==> config.mk <==
export PLATFORM = sky130hd
export DESIGN_NAME = forex_update_ctrl
export DESIGN_NICKNAME = d
export VERILOG_FILES = /design/src/rtl/forex_update_ctrl.sv
export SDC_FILE = /design/constraint.sdc
export NUM_CORES = 1
export LEC_CHECK = 0
export CAP_MARGIN = 10
export CORE_ASPECT_RATIO = 1.5
export CORE_MARGIN = 5
export CORE_UTILIZATION = 42
export CTS_CLUSTER_SIZE = 30
export DETAILED_ROUTE_END_ITERATION = 12
export HOLD_SLACK_MARGIN = 0.12
export PLACE_DENSITY = 0.63
export SLEW_MARGIN = 20
export SYNTH_ARGS = -nofsm -noshare
export SYNTH_HDL_FRONTEND = slang
export SYNTH_SLANG_ARGS = --single-unit
export TNS_END_PERCENT = 20
==> constraint.sdc <==
create_clock -name clk -period 8.5 [get_ports clk]
set_input_delay 2.55 -clock clk [delete_from_list [all_inputs] [get_ports clk]]
set_output_delay 2.55 -clock clk [all_outputs]
set_load 0.1 [all_outputs]
==> src/rtl/forex_update_ctrl.sv <==
// Avalon-MM front end for the forex graph engine: stages edge updates in a FIFO,
// drains them to the engine on start, then runs the engine and reports completion.
module forex_update_ctrl #(
    parameter int NODE_W   = 6,
    parameter int WEIGHT_W = 32,
    parameter int DEPTH    = 16
) (
    input  logic                clk,
    input  logic                reset,
    input  logic                chipselect,
    input  logic                write,
    input  logic                read,
    input  logic [2:0]          address,
    input  logic [WEIGHT_W-1:0] writedata,
    output logic [WEIGHT_W-1:0] readdata,
    output logic                upd_valid,
    input  logic                upd_ready,
    output logic [NODE_W-1:0]   upd_src,
    output logic [NODE_W-1:0]   upd_dst,
    output logic [WEIGHT_W-1:0] upd_w,
    output logic                eng_start,
    input  logic                eng_done,
    output logic                irq
);

    localparam int AW = $clog2(DEPTH);
    localparam int CW = AW + 1;
    localparam int EW = 2 * NODE_W + WEIGHT_W;

    localparam logic [AW-1:0]       PTR_ZERO = {AW{1'b0}};
    localparam logic [AW-1:0]       PTR_ONE  = AW'(1);
    localparam logic [CW-1:0]       CNT_ZERO = {CW{1'b0}};
    localparam logic [CW-1:0]       CNT_ONE  = CW'(1);
    localparam logic [CW-1:0]       FULL_CNT = CW'(DEPTH);
    localparam logic [WEIGHT_W-1:0] W_ZERO   = {WEIGHT_W{1'b0}};
    localparam logic [WEIGHT_W-1:0] W_ONE    = WEIGHT_W'(1);
    localparam logic [NODE_W-1:0]   N_ZERO   = {NODE_W{1'b0}};

    typedef enum logic [1:0] {
        S_IDLE  = 2'd0,
        S_DRAIN = 2'd1,
        S_RUN   = 2'd2,
        S_DONE  = 2'd3
    } state_t;

    state_t              state_q, state_d;
    logic [EW-1:0]       mem_q [DEPTH];
    logic [AW-1:0]       wr_ptr_q, wr_ptr_d, rd_ptr_q, rd_ptr_d;
    logic [CW-1:0]       count_q, count_d;
    logic [NODE_W-1:0]   src_q, src_d, dst_q, dst_d;
    logic                done_q, done_d, ovf_q, ovf_d;
    logic [WEIGHT_W-1:0] run_cnt_q, run_cnt_d;
    logic [WEIGHT_W-1:0] readdata_q, readdata_d;
    logic                upd_valid_q, upd_valid_d;
    logic [NODE_W-1:0]   upd_src_q, upd_src_d, upd_dst_q, upd_dst_d;
    logic [WEIGHT_W-1:0] upd_w_q, upd_w_d;
    logic                eng_start_q, eng_start_d;

    logic                wr_en_s, rd_en_s, push_s, ctrl_s;
    logic                start_s, clear_s, flush_s;
    logic                full_s, empty_s, pop_s, push_ok_s, drop_s;
    logic [EW-1:0]       push_entry_s, head_s;
    logic [WEIGHT_W-1:0] status_s;

    assign wr_en_s      = chipselect && write;
    assign rd_en_s      = chipselect && read;
    assign push_s       = wr_en_s && (address == 3'd1);
    assign ctrl_s       = wr_en_s && (address == 3'd2);
    assign start_s      = ctrl_s && writedata[0];
    assign clear_s      = ctrl_s && writedata[1];
    assign flush_s      = ctrl_s && writedata[2];
    assign full_s       = (count_q == FULL_CNT);
    assign empty_s      = (count_q == CNT_ZERO);
    assign pop_s        = upd_valid_q && upd_ready;
    // A full FIFO still accepts a push when the head leaves in the same cycle.
    assign push_ok_s    = push_s && (!full_s || pop_s);
    assign drop_s       = push_s && full_s && !pop_s;
    assign push_entry_s = {src_q, dst_q, writedata};

    // Next-state logic for FIFO, staging, stickies, FSM, update beat and readback.
    always_comb begin
        if (flush_s) begin
            wr_ptr_d = PTR_ZERO;
            rd_ptr_d = PTR_ZERO;
            count_d  = CNT_ZERO;
        end else begin
            wr_ptr_d = push_ok_s ? wr_ptr_q + PTR_ONE : wr_ptr_q;
            rd_ptr_d = pop_s ? rd_ptr_q + PTR_ONE : rd_ptr_q;
            case ({push_ok_s, pop_s})
                2'b10:   count_d = count_q + CNT_ONE;
                2'b01:   count_d = count_q - CNT_ONE;
                default: count_d = count_q;
            endcase
        end

        if (wr_en_s && (address == 3'd0)) begin
            src_d = writedata[2*NODE_W-1:NODE_W];
            dst_d = writedata[NODE_W-1:0];
        end else begin
            src_d = src_q;
            dst_d = dst_q;
        end

        done_d    = (state_q == S_DONE) || (done_q && !clear_s);
        ovf_d     = drop_s || (ovf_q && !clear_s);
        run_cnt_d = (state_q == S_DONE) ? run_cnt_q + W_ONE : run_cnt_q;

        eng_start_d = 1'b0;
        case (state_q)
            S_IDLE: begin
                if (start_s) state_d = S_DRAIN;
                else         state_d = S_IDLE;
            end
            S_DRAIN: begin
                if (empty_s) begin
                    state_d     = S_RUN;
                    eng_start_d = 1'b1;
                end else begin
                    state_d     = S_DRAIN;
                end
            end
            S_RUN: begin
                if (eng_done) state_d = S_DONE;
                else          state_d = S_RUN;
            end
            S_DONE:  state_d = S_IDLE;
            default: state_d = S_IDLE;
        endcase

        // The head is the entry being written when the FIFO is otherwise empty next cycle.
        if (push_ok_s && (wr_ptr_q == rd_ptr_d)) head_s = push_entry_s;
        else                                     head_s = mem_q[rd_ptr_d];

        upd_valid_d = (state_d == S_DRAIN) && (count_d != CNT_ZERO);
        if (upd_valid_d) begin
            upd_src_d = head_s[EW-1 -: NODE_W];
            upd_dst_d = head_s[WEIGHT_W +: NODE_W];
            upd_w_d   = head_s[WEIGHT_W-1:0];
        end else begin
            upd_src_d = N_ZERO;
            upd_dst_d = N_ZERO;
            upd_w_d   = W_ZERO;
        end

        status_s       = W_ZERO;
        status_s[0]    = (state_q != S_IDLE);
        status_s[1]    = done_q;
        status_s[2]    = full_s;
        status_s[3]    = empty_s;
        status_s[4]    = ovf_q;
        status_s[15:8] = 8'(count_q);

        if (rd_en_s) begin
            case (address)
                3'd3:    readdata_d = status_s;
                3'd4:    readdata_d = run_cnt_q;
                default: readdata_d = W_ZERO;
            endcase
        end else begin
            readdata_d = readdata_q;
        end
    end

    // FIFO storage; contents need no reset since count gates every read.
    always_ff @(posedge clk) begin
        if (push_ok_s) mem_q[wr_ptr_q] <= push_entry_s;
    end

    // Control and output registers.
    always_ff @(posedge clk) begin
        if (reset) begin
            state_q     <= S_IDLE;
            wr_ptr_q    <= PTR_ZERO;
            rd_ptr_q    <= PTR_ZERO;
            count_q     <= CNT_ZERO;
            src_q       <= N_ZERO;
            dst_q       <= N_ZERO;
            done_q      <= 1'b0;
            ovf_q       <= 1'b0;
            run_cnt_q   <= W_ZERO;
            readdata_q  <= W_ZERO;
            upd_valid_q <= 1'b0;
            upd_src_q   <= N_ZERO;
            upd_dst_q   <= N_ZERO;
            upd_w_q     <= W_ZERO;
            eng_start_q <= 1'b0;
        end else begin
            state_q     <= state_d;
            wr_ptr_q    <= wr_ptr_d;
            rd_ptr_q    <= rd_ptr_d;
            count_q     <= count_d;
            src_q       <= src_d;
            dst_q       <= dst_d;
            done_q      <= done_d;
            ovf_q       <= ovf_d;
            run_cnt_q   <= run_cnt_d;
            readdata_q  <= readdata_d;
            upd_valid_q <= upd_valid_d;
            upd_src_q   <= upd_src_d;
            upd_dst_q   <= upd_dst_d;
            upd_w_q     <= upd_w_d;
            eng_start_q <= eng_start_d;
        end
    end

    assign readdata  = readdata_q;
    assign upd_valid = upd_valid_q;
    assign upd_src   = upd_src_q;
    assign upd_dst   = upd_dst_q;
    assign upd_w     = upd_w_q;
    assign eng_start = eng_start_q;
    assign irq       = done_q;

endmodule

== Yosys cells after proc, flatten, opt, wreduce, memory -nomap -nowiden ==
Memory sizes are Yosys's and may differ from the RTL's. A register that Yosys moved wholly into a read port is not among the register bits.
Cells that the tools add are included.

* Flip-flop bits (word level): 95
* Memory bits (writable): 704
* Input port bits: 42
* Output and inout bits: 79
* Word-level logic and storage cells: 72
* Memories kept: 1

* Add/sub/neg operators: 5
* Eq/ne operators: 11
* Muxes and demuxes: 12
* Bitwise operators: 2
* Reductions and logical operators: 29

{| class="wikitable"
|+ Memory list
! name !! words !! width !! rd ports !! clocked after memory_dff !! write ports !! line !! source
|-
| mem_q || 16 || 44 || 1 || 1 || 1 || 47 || <nowiki>logic [EW-1:0] mem_q [DEPTH];</nowiki>
|}

{| class="wikitable"
|+ Operators by type and width
! kind !! number
|-
| 32-bit one-hot mux with 2 select lines || 1
|-
| 32-bit by 1-bit adder with 32-bit output, second input constant || 1
|-
| 1-bit logical AND || 15
|-
| 5-bit one-hot mux with 2 select lines || 1
|-
| 4-bit by 1-bit adder with 4-bit output, second input constant || 2
|-
| 4-bit two-way mux || 2
|-
| 2-bit one-hot mux with 4 select lines || 1
|-
| 2-bit by 1-bit equality test with 1-bit output, second input constant || 3
|-
| 2-bit equality test, second input constant || 3
|-
| 3-bit by 2-bit equality test with 1-bit output, second input constant || 2
|-
| 2-bit OR reduction || 3
|-
| 5-bit by 1-bit adder with 5-bit output, second input constant || 1
|-
| 5-bit equality test, second input constant || 1
|-
| 5-bit zero test || 1
|-
| 1-bit two-way mux || 5
|-
| 5-bit two-way mux || 1
|-
| 5-bit nonzero test || 1
|-
| 5-bit by 1-bit subtractor with 5-bit output, second input constant || 1
|-
| 3-bit by 1-bit equality test with 1-bit output, second input constant || 1
|-
| 3-bit equality test, second input constant || 1
|-
| 1-bit zero test || 3
|-
| 3-bit zero test || 1
|-
| 1-bit logical OR || 3
|-
| 2-bit zero test || 1
|-
| other kinds (3) || 4
|}

== Depth between registers and ports, before layout ==
* Depth after elaboration: 11
* Depth in mapped cells: 19
* Depth with buffers taken out: 14

== Worst setup path after synthesis ==
No wires, ideal clock.

* Path kind: input to register
* Start: input port upd_ready
* End: memory mem_q[3][0] (netlist name) (enable)
* Library setup time: 500 ps
* Data arrival time: 6309 ps
* Data required time: 8000 ps
* Path slack: 1692 ps
* Stages: 7
* Buffers on the path: 2
* Path through: buf_4 > nand2_2 > nand3_1 > and3_1 > buf_4 > nand2_1 > nor3_1

* Longest elaborated chain between the ends: 5

{| class="wikitable"
|+ Ends and longest elaborated chain
! element !! line !! source
|-
| start, declared || 17 || <nowiki>input logic upd_ready,</nowiki>
|-
| 1-bit logical AND || 74 || <nowiki>assign pop_s = upd_valid_q && upd_ready;</nowiki>
|-
| 1-bit logical OR || 76 || <nowiki>assign push_ok_s = push_s && (!full_s || pop_s);</nowiki>
|-
| 1-bit logical AND || 76 ||
|-
| 1-bit two-way mux || 166 || <nowiki>if (push_ok_s) mem_q[wr_ptr_q] <= push_entry_s;</nowiki>
|-
| 1-bit two-way mux (not written as such) || 166 ||
|-
| end, declared || 47 ||
|}

No other way between the ends.

== Worst setup path after layout ==
* Start: input port upd_ready
* End: register upd_w_q[1] (netlist: upd_w[1])

* Longest elaborated chain between the ends: 10
* Elaborated cells between the ends (all ways): 13
* Those cells by class: eq/ne: 2; mux: 4; bitwise: 1; reduce/logical: 6

{| class="wikitable"
|+ Ends and longest elaborated chain
! element !! line !! source
|-
| 1-bit logical AND * || 74 ||
|-
| 1-bit logical OR || 76 ||
|-
| 1-bit logical AND || 76 ||
|-
| 2-bit by 1-bit equality test with 1-bit output / 2-bit equality test (equally long branches) || 89 || <nowiki>case ({push_ok_s, pop_s})</nowiki>
|-
| 5-bit one-hot mux with 2 select lines || 89 ||
|-
| 5-bit two-way mux || 82 || <nowiki>if (flush_s) begin</nowiki>
|-
| 5-bit nonzero test || 134 || <nowiki>upd_valid_d = (state_d == S_DRAIN) && (count_d != CNT_ZERO);</nowiki>
|-
| 1-bit logical AND || 134 ||
|-
| 1-bit inverter (no source line) || - ||
|-
| 2-bit OR reduction (no source line) || - ||
|-
| end signal, assigned || 201 || <nowiki>upd_w_q <= upd_w_d;</nowiki>
|-
| end, declared || 56 || <nowiki>logic [WEIGHT_W-1:0] upd_w_q, upd_w_d;</nowiki>
|}

Every way passes the cells marked *; elsewhere a longest branch is shown, timed or not.
A chain may end at the register's enable or synchronous reset.

==> flow_metrics.py <==
metrics = {
    "route": {
        "drt_iter0_drc": 2103,
        "drt_wl_total_um": 88600,
        "route.detailed.drc": 0,
        "ant_nets": 0,
        "dr.pass1.iters": 7,
        "via_per_inst": 5.99,
        "vias": 20300,
        "post_drt_wl_per_cell_um": 26.1,
    },
    "sta": {
        "finalHoldViolations": 0,
        "fin_skew_ns": 0.0277,
        "fin_crit_ns": 6.50,
        "hold-worst-slack_ns": 0.458,
        "setup_tns_ns": 0,
        "worst_pin_slew_ns": 1.14,
        "rsz0062_at_grt": "false",
        "clock.fmax_ghz": 0.154,
        "drv_slew": 0,
        "max-slew-margin-rel": 0.241,
        "setup-violations-final": 0,
        "min_period_over_period": 0.765,
    },
    "critical_path": {
        "critPathMaxFanout": 25,
        "r2r_end": "upd_w[1]",
        "max_stage_delay_ns": 0.87,
        "worstSetupPathType": "input port to flop",
        "start_kind": "input port",
        "slowest_stage": "a41o_2",
        "required_ns": 8.94,
        "r2r_slack_ns": 3.74,
        "crit_cells": 16,
        "cp-endpoint": "upd_w[1]",
        "worst_r2r_path_depth": 15,
        "reg2reg_from": "count_q[2]",
        "startpoint": "upd_ready",
        "cp_num_buf_inv": 3,
        "worstPathArrival_ns": 6.94,
        "cpLargestDelayFamily": "compound AO/OA/AOI/OAI gates",
        "path_cells": "clkdlybuf4s50_1, nand2_2, nand3_1, and3_1, inv_2, ha_1, xor2_1, ha_1, a21o_1, nand2_1, a21o_1, a31oi_1, xnor2_1, a41o_2, buf_4, a211oi_1",
        "cp-end-kind": "flop",
    },
    "synthesis": {
        "synth_cells": 2225,
        "synth_area_leaders": "edfxtp_1 65%, dfxtp_1 8.5%, mux2i_1 3.0%, o21ai_0 2.1%, a221oi_1 2.0%",
        "mappedNetlistArea_um2": 32800,
        "synth_largest_area_cell": "edfxtp_1",
        "yosysTopAreaCellShare": 0.645,
        "yosysUniqueCellTypes": 69,
        "synthFlopType": "edfxtp_1",
        "ys_warn_count": 0,
        "ys_ff_latch": 843,
        "ys_seq_area_frac": 0.730,
        "synthArstFlopShare": 0,
        "postSynthAreaPerCell_um2": 14.7,
        "synth_edf_count": 704,
        "syn_nets": 2276,
    },
    "finish": {
        "fillCellCount": 6439,
        "drive_gt1_frac": 0.104,
        "final_cell_count_no_fill": 3389,
        "area_delta_synth_final_pct": 15.6,
        "multi_input_area_um2": 8250,
        "fin_nets": 2359,
        "fin_util": 0.489,
        "regArea_um2": 23900,
    },
    "pwr": {
        "p_leak_uw": 0.0123,
        "power.density_nw_per_um2": 217,
        "power_uw": 8240,
        "ir_drop_mv": 0.174,
    },
    "cts": {
        "cts_hold_buf": 0,
        "ctsResizeCount": 0,
        "htreeDepth": 3,
        "root_buffer": "clkbuf_16",
        "path_clk_slew_ns": 0.06,
        "cts_setup_buffers": 0,
        "insertion_delay_ns": 0.63,
        "cts.sink_count": 843,
        "cts_tree": "yes",
        "cts_buffers": 77,
        "clk_path_buf_depth": 3,
    },
    "global_routing": {
        "antenna_found_initial": 1,
        "grt_overflow_total": 0,
        "grt_max_degree": 132,
        "grt_pass1_vias": 21000,
        "grt_pass1_wl_um": 132000,
        "grtUsageTotal": 0.206,
    },
    "floorplanning": {
        "pin_count": 121,
        "start_util": 0.423,
        "die-height_um": 352,
        "row_count": 125,
        "die_x_um": 238,
        "core_um2": 77400,
        "die_area_um2": 83800,
    },
    "flow_run": {
        "drv_cap": 0,
    },
    "worst_hold_path": {
        "min_path_type": "flop to flop",
    },
    "placement": {
        "dpl.hpwl_um": 47800,
        "place_inst": 3244,
        "gp_congestion": 0.793,
        "portBuffers": 120,
    },
    "run_status": {
        "run_status": "finished clean",
    },
}
[sequential cells by signal (all words and copies together) (netlist names), 4 cells and up]
signal     count
wr_ptr_q       4
rd_ptr_q       4
dst_q          6
upd_w         32
count_q        5
upd_dst        6
upd_src        6
mem_q        704
src_q          6
run_cnt_q     32
readdata      32
[metrics by stage]
stage	setup slack (ns)	instance area, µm²
finish	2.00	37900
global route	1.74	37900
CTS	2.11	37900
detailed placement	1.45	35200
global placement	1.61	35100
floorplan	1.69	32800
[where the power goes]
part           total [µW]  switching [µW]  internal, µW  leakage [µW]
registers            4470            6.37          4460       0.00785
logic                 129            95.9          33.0       0.00319
clock network        3640            1490          2150       0.00129
total                8240            1600          6640        0.0123
[worst min-delay path by stage]
stage	start	to	slack, ns	cells past startpoint
finish	readdata[20]	readdata[20]	0.46	2
global route	readdata[31]	readdata[31]	0.47	2
CTS	readdata[31]	readdata[31]	0.46	2
detailed placement	readdata[19]	readdata[19]	0.44	2
global placement	readdata[14]	readdata[14]	0.44	2
floorplan	ovf_q	ovf_q	0.46	2
[area by class of cell]
class,count,share of cell area
well taps,1016,0.0336
diodes,1,0.0000660
multi-input cells,1199,0.218
clock inverters,32,0.0125
flip-flops and latches,843,0.631
repair buffers,176,0.0456
clock buffers,111,0.0580
inverters,11,0.00109
[placed cells by master (no fill, tap or decap), drive strengths merged, types with 11 or more instances in the layout]
master | Yosys | routed
edfxtp | 704 | 704
nand2 | 165 | 165
nor2 | 149 | 149
dfxtp | 139 | 139
o21ai | 139 | 139
clkdlybuf4s50 | 0 | 119
clkbuf | 98 | 111
mux2i | 97 | 97
a211oi | 96 | 96
a221oi | 73 | 73
and3 | 60 | 60
buf | 74 | 57
nand3 | 51 | 51
a222oi | 47 | 47
a21oi | 45 | 45
a31oi | 40 | 40
o32a | 30 | 30
a221o | 29 | 29
nor3 | 26 | 26
xor2 | 21 | 21
xnor2 | 21 | 21
clkinv | 0 | 16
inv | 11 | 12
bufinv | 0 | 11
[synthesized netlist by cell type (all sizes together) (7+ instances only)]
cell       n
nor2     149
a31oi     40
a222oi    47
a21oi     45
xor2      21
nand2    165
clkbuf    98
a211oi    96
mux2i     97
xnor2     21
nand4      9
a221oi    73
o32a      30
ha         9
nor2b      7
edfxtp   704
o21ai    139
inv       11
nor3      26
a221o     29
and3      60
nand3     51
o2bb2ai    8
buf       74
dfxtp    139
[cells by family (layout without fill, tap and decap cells)]
kind of cell | after synthesis | count (layout) | synth area share
multiplexers | 109 | 109 | 0.0358
adder cells (fa/ha/maj) | 9 | 9 | 0.00344
buffers and inverters | 183 | 330 | 0.0247
other | 0 | 1 | 0
XOR/XNOR | 42 | 42 | 0.0115
AND/OR/NAND/NOR | 491 | 491 | 0.0686
AO/OA/AOI/OAI | 548 | 548 | 0.126
flip-flops | 843 | 843 | 0.730
[worst reg2reg max path, delay by kind of cell, from the launching register on]
kind	cells	cell delay [ns]
XOR/XNOR	2	0.38
flip-flops	1	0.41
adder cells (fa/ha/maj)	2	0.57
AO/OA/AOI/OAI	5	1.47
AND/OR/NAND/NOR	4	1.17
buffers and inverters	2	0.57
[routing by layer]
metal,global-route usage,routed length (µm),up-vias,part of all wire
met3,0.0368,6330,165,0.071
li1,-,-,8944,-
met5,0,0,-,0
met1,0.262,34900,10400,0.39
met4,0.0743,2870,0,0.032
met2,0.355,44500,854,0.50
(Power assumes the default switching activity.)
